File: src/rtl/restoring_divider.sv
// restoring_divider: sequential unsigned restoring divider, one quotient bit per clock.
// Optional macro DIVIDER_DIV_ZERO_FLAG_EN adds a registered div_zero output.
module restoring_divider #(
    parameter int WIDTH = 16
) (
    input  logic             clk,
    input  logic             n_rst,
    input  logic [WIDTH-1:0] Q,
    input  logic [WIDTH-1:0] M,
    input  logic             parser_done,
    output logic [WIDTH-1:0] Q_product,
    output logic [WIDTH:0]   R_product,
    output logic             busy,
    output logic             done,
`ifdef DIVIDER_DIV_ZERO_FLAG_EN
    output logic             div_zero,
`endif
    output logic [1:0]       state_dbg
);

    localparam int CW = (WIDTH > 1) ? $clog2(WIDTH) : 1;

    typedef enum logic [1:0] {
        IDLE = 2'd0,
        CALC = 2'd1,
        FIN  = 2'd2
    } state_t;

    state_t           state;
    state_t           state_nxt;
    logic             parser_done_d;
    logic             start;
    logic [WIDTH:0]   a_reg;
    logic [WIDTH-1:0] q_reg;
    logic [WIDTH-1:0] m_reg;
    logic [CW-1:0]    count;
    logic [WIDTH:0]   a_shift;
    logic [WIDTH:0]   trial;
    logic             last_iter;

    // Handshake: parser_done is a level; only its rising edge starts an
    // operation, and only while IDLE. There is no backpressure: done is a
    // single-cycle pulse marking the cycle Q_product/R_product change.
    assign start     = parser_done & ~parser_done_d;
    assign a_shift   = {a_reg[WIDTH-1:0], q_reg[WIDTH-1]};
    assign trial     = a_shift - {1'b0, m_reg};
    assign last_iter = (count == CW'(WIDTH - 1));
    assign busy      = (state != IDLE);
    assign state_dbg = state;

    always_ff @(posedge clk) begin
        if (n_rst) begin
            state <= IDLE;
        end else begin
            state <= state_nxt;
        end
    end

    always_comb begin
        state_nxt = state;
        case (state)
            IDLE:    if (start) state_nxt = CALC;
            CALC:    if (last_iter) state_nxt = FIN;
            FIN:     state_nxt = IDLE;
            default: state_nxt = IDLE;
        endcase
    end

    always_ff @(posedge clk) begin
        if (n_rst) begin
            parser_done_d <= 1'b0;
            a_reg         <= '0;
            q_reg         <= '0;
            m_reg         <= '0;
            count         <= '0;
            Q_product     <= '0;
            R_product     <= '0;
            done          <= 1'b0;
`ifdef DIVIDER_DIV_ZERO_FLAG_EN
            div_zero      <= 1'b0;
`endif
        end else begin
            parser_done_d <= parser_done;
            done          <= 1'b0;
            case (state)
                IDLE: begin
                    if (start) begin
                        a_reg <= '0;
                        q_reg <= Q;
                        m_reg <= M;
                        count <= '0;
                    end
                end
                CALC: begin
                    // A negative trial difference restores A and shifts in a 0 bit.
                    a_reg <= trial[WIDTH] ? a_shift : trial;
                    q_reg <= {q_reg[WIDTH-2:0], ~trial[WIDTH]};
                    count <= count + CW'(1);
                end
                FIN: begin
                    Q_product <= q_reg;
                    R_product <= a_reg;
                    done      <= 1'b1;
`ifdef DIVIDER_DIV_ZERO_FLAG_EN
                    div_zero  <= (m_reg == '0);
`endif
                end
                default: ;
            endcase
        end
    end

endmodule

File: config.mk
export PLATFORM = sky130hd
export DESIGN_NAME = restoring_divider
export DESIGN_NICKNAME = d
export VERILOG_FILES = /design/src/rtl/restoring_divider.sv
export SDC_FILE = /design/constraint.sdc
export NUM_CORES = 1
export LEC_CHECK = 0
export ABC_AREA = 0
export CAP_MARGIN = 10
export CORE_ASPECT_RATIO = 1.5
export CORE_MARGIN = 1
export CORE_UTILIZATION = 50
export DETAILED_ROUTE_END_ITERATION = 10
export HOLD_SLACK_MARGIN = 0.03
export PLACE_DENSITY = 0.87
export SLEW_MARGIN = 20
export SYNTH_ARGS = -nofsm -noshare
export SYNTH_HDL_FRONTEND = slang
export SYNTH_SLANG_ARGS = --single-unit
File: constraint.sdc
create_clock -name clk -period 6.47 [get_ports clk]
set_clock_uncertainty 0.05 [all_clocks]
set_input_delay 1.6175 -clock clk [delete_from_list [all_inputs] [get_ports clk]]
set_output_delay 1.6175 -clock clk [all_outputs]
set_load 0.01 [all_outputs]
# [Yosys cells after proc, flatten, opt, wreduce, memory -nomap -nowiden]
# Cells that the tools add are included.
# W data, S select, Z words.
[classes] reduce_logical=6 n_mux=11 bitwise_logic=3 addsub=2 eq_ne=5
[op_table] operator="$mux W17" count=2
[op_table] operator="$pmux W17 S2" count=1
[op_table] operator="$pmux W16 S2" count=1
[op_table] operator="$sub A17 B16 Y17" count=1
[op_table] operator="$mux W16" count=1
[op_table] operator="$pmux W4 S2" count=1
[op_table] operator="$reduce_and A2 Y1" count=3
[op_table] operator="$add A4 B1 Y4 const B" count=1
[op_table] operator="$eq A4 B4 Y1 const B" count=1
[op_table] operator="$mux W2" count=2
[op_table] operator="$mux W4" count=1
[op_table] operator="$ne A2 B2 Y1 const B" count=2
[op_table] operator="$pmux W2 S2" count=1
[op_table] operator="$reduce_bool A2 Y1" count=2
[op_table] operator="$eq A2 B1 Y1 const B" count=1
[op_table] operator="$eq A2 B2 Y1 const B" count=1
[op_table] operator="$logic_not A2 Y1" count=1
[op_table] operator="$not A1 Y1" count=2
[op_table] operator="$and A1 B1 Y1" count=1
[op_table] operator="$mux W1" count=1
[word_totals] ff_bits=90 wordCells=36

# [Longest topological paths before layout]
[logic_depth] word_depth=4 ltp_mapped=16

# [Worst setup path before layout]
# OpenSTA, ideal clock, no wires.
[synth_path] kind="reg-to-reg" from="register q_reg[15]" to="register q_reg[0]" stages_incl_launch_ff=16 path_buffers=2 t_arrival_ns=3.482 slack_ns=2.847 period_less_slack_ns=3.623 cell_sequence="dfxtp_1 -> inv_1 -> ha_1 -> inv_1 -> fa_1 -> a21o_1 -> a311oi_2 -> nor2_1 -> a221o_1 -> o31ai_2 -> o21ai_0 -> ha_1 -> clkbuf_1 -> clkbuf_1 -> nor2_1 -> a311oi_1"
[synth_between] elab_chain_cells=3
[synth_rtl] element="start, declared" line_no="34" source="logic [WIDTH-1:0] q_reg;"
[synth_rtl] element="start signal, assigned" line_no="97" source="q_reg <= {q_reg[WIDTH-2:0], ~trial[WIDTH]};"
[synth_rtl] element="$sub A17 B16 Y17" line_no="46" source="assign trial = a_shift - {1'b0, m_reg};"
[synth_rtl] element="$not A1 Y1" line_no="97"
[synth_rtl] element="$pmux W16 S2" line_no="85" source="case (state)"
# No other way between the ends.
# A chain may end at the register's enable or synchronous reset.

# [Worst setup path in the final report]
[layout_path] from="register q_reg[15]" to="register a_reg[12]"
[layout_between] elab_chain_cells=3
[layout_rtl] element="$sub A17 B16 Y17" line_no="46"
[layout_rtl] element="$mux W17" line_no="96" source="a_reg <= trial[WIDTH] ? a_shift : trial;"
[layout_rtl] element="$pmux W17 S2" line_no="85"
[layout_rtl] element="end signal, assigned" line_no="96"
[layout_rtl] element="end, declared" line_no="33" source="logic [WIDTH:0] a_reg;"
# No other way between the ends.

==> flow_summary.json <==
{
  "run_status": "finished, final reports clean",
  "fp.dieW_um": 76.76,
  "path_buf_inv": 2,
  "fillers": 687,
  "insertion_delay_ns": 0.34,
  "drv_slew": 0,
  "setup_viol": 0,
  "wl_per_cell_um": 14.16,
  "synth_flop_cell": "dfxtp_1",
  "area_growth_pct": 24.75,
  "path_cells": "inv_1 -> ha_1 -> inv_1 -> fa_1 -> a21o_1 -> a311oi_2 -> nor2_1 -> a221o_1 -> o31ai_2 -> o21ai_0 -> ha_1 -> nand2_1 -> or3b_1 -> a21oi_1",
  "synth_fp_nets": 593,
  "cp_top_family": "compound AO/OA/AOI/OAI gates",
  "ir_drop_mv": 0.2713,
  "worstSetupEndpointType": "flip-flop",
  "synth_top_area_cell": "dfxtp_1",
  "synth-async-reset-ratio_pct": 0,
  "num_vias": 3883,
  "regArea_um2": 1802,
  "nets": 643,
  "grt.overflow.total": 0,
  "start_kind": "flip-flop",
  "period_minus_slack_ns": 4.289,
  "htree_levels": 3,
  "multi_input_area_um2": 2201,
  "start_util_pct": 52.02,
  "grtUsageTotal_pct": 23.93,
  "drive_above_1_share_pct": 5.051,
  "tightest_slew_ns": 1.011,
  "finalCritPeriodShare_pct": 66.29,
  "rsz0062_at_grt": "false",
  "clock-root-buffer": "clkbuf_16",
  "critPathMaxFanout": 24,
  "antenna_found_initial": 0,
  "syn_inst": 539,
  "synthTopCellsByArea": "dfxtp_1 (43%), nand2_1 (13%), a21oi_1 (8.8%)",
  "yosys_register_bits": 90,
  "drtIter0Drc": 269,
  "clock_path_buffers": 2,
  "fmax_mhz": 233.2,
  "vias_per_cell": 5.555,
  "max-cap-violations": 0,
  "yosysTopAreaCellShare_pct": 42.99,
  "reg2reg_depth": 14,
  "grt_max_degree": 92,
  "finalPower_mw": 2.017,
  "ant_nets": 0,
  "relSlewSlack_pct": 32.62,
  "place_congestion": 0.8785,
  "syn_area_um2": 4192,
  "die-height_um": 114.1,
  "ios": 72,
  "synth_cell_type_count": 44,
  "synth-edff-count": 0,
  "ys_top_cells_by_count": "nand2_1 (148), dfxtp_1 (90), a21oi_1 (74)",
  "drt_first_pass_iters": 4,
  "critPathRequiredTime_ns": 6.68,
  "cp.arrival_ns": 4.50,
  "crit_slowest_cell": "ha_1",
  "setup_tns_ns": 0,
  "power.density_nw_per_um2": 385.7,
  "synth_most_common_cell": "nand2_1",
  "path_class": "reg2reg",
  "critical-path-max-stage-delay_ns": 0.83,
  "postCtsSetupBuffers": 0,
  "yosysSeqAreaShare_pct": 42.99,
  "cts_buffers": 9,
  "insertedDiodeCount": 0,
  "p_leak_nw": 1.888,
  "clock-sinks": 90,
  "grt_pass1_wl_mm": 16.79,
  "core.rowCount": 40,
  "holdCritStartpoint": "m_reg[3]",
  "timing.rr.start": "q_reg[15]",
  "synth_warnings": 0,
  "ff2ff_setup_slack_ns": 2.18,
  "path_depth": 14,
  "core-area_um2": 8058,
  "postCtsHoldBufs": 0,
  "holdPathStages": 2,
  "cts_tree": "built",
  "dp_hpwl_mm": 6.608,
  "drc": 0,
  "hold_end": "m_reg[3]",
  "ctsResizeCount": 0,
  "hold_viol": 0,
  "port_buffers": 71,
  "grt_pass1_vias": 3629,
  "r2r-end": "a_reg[12]",
  "clk_pin_slew_ns": 0.06,
  "wl_mm": 9.896,
  "whs_ns": 0.4022,
  "min_path_type": "reg2reg",
  "dieArea_um2": 8760,
  "syn_area_per_cell_um2": 7.776
}
[worst max path at each step]
stage                         start   endpoint  slack (ns)
after floorplan           q_reg[15]   q_reg[0]        2.85
after global placement    q_reg[15]  a_reg[12]        2.43
after detailed placement  q_reg[15]  a_reg[12]        2.21
after CTS                 q_reg[15]  a_reg[12]        2.18
after global routing      q_reg[15]  a_reg[12]        1.91
final                     q_reg[15]  a_reg[12]        2.18
[tightest hold or removal path: stages, from the launching register on]
cell	delay, ns
dfxtp_1	0.31
nand2_1	0.05
a21oi_1	0.05
[area by class of cell]
| class | instances | share of cell area [%] |
|---|---|---|
| clock inverter | 3 | 0.4068 |
| clock buffer | 13 | 5.169 |
| sequential | 90 | 34.46 |
| tap | 105 | 2.513 |
| inverter | 18 | 1.292 |
| timing repair buffer | 75 | 14.07 |
| multi-input combinational | 395 | 42.09 |
[report_power, final]
group / switching (mW) / internal, mW / total [mW]
registers: 0.0577 / 0.607 / 0.665
clock network: 0.209 / 0.293 / 0.502
logic: 0.491 / 0.359 / 0.850
total: 0.758 / 1.26 / 2.02
[layer usage]
layer,vias up,wire (µm),global-route usage (%)
li1,1951,-,-
met3,20,417,4.064
met5,-,0,0
met2,101,5032,42.44
met4,0,249,10.77
met1,1811,4197,28.03
[metrics by stage]
stage	cell area [µm²]	utilization, %	instances	setup WS, ns
6_report	5229	64.89	699	2.181
5_1_grt	5229	64.89	699	1.911
4_1_cts	5229	64.89	699	2.183
3_5_place_dp	4937	61.27	683	2.208
3_3_place_gp	4935	61.24	683	2.433
2_1_floorplan	4192	-	539	2.847
[cells in the final DEF (no fill, tap or decap), types with 2 or more instances in the layout]
cell,count
nand2_1,148
nor2b_1,2
xnor2_1,6
o21bai_1,2
nor2_1,34
and2_1,4
nand2b_2,2
a211oi_1,5
buf_4,4
o211ai_1,3
nor3_1,4
xor2_1,4
clkbuf_8,3
nand3_1,10
a21o_1,5
clkbuf_16,9
a31oi_1,11
nand3b_1,2
o21ai_0,10
nand2b_1,3
inv_1,18
dfxtp_1,90
mux2i_1,4
clkdlybuf4s50_1,70
a311oi_1,19
a221o_1,2
and3_1,2
ha_1,18
a2111oi_0,2
nor3b_1,2
a21oi_1,74
[logic make-up (layout without fill, tap and decap cells)]
kind of cell	count (synthesis)	count (layout)	share of synthesized area, %
flip-flops	90	90	42.99
adder cells (fa/ha/maj)	19	19	5.851
multiplexers	5	5	1.224
buffers and inverters	54	109	4.836
XOR/XNOR	10	10	2.089
AO/OA/AOI/OAI	141	141	21.02
AND/OR/NAND/NOR	220	220	22.00
Note: power is estimated with default switching activity, not from simulation.
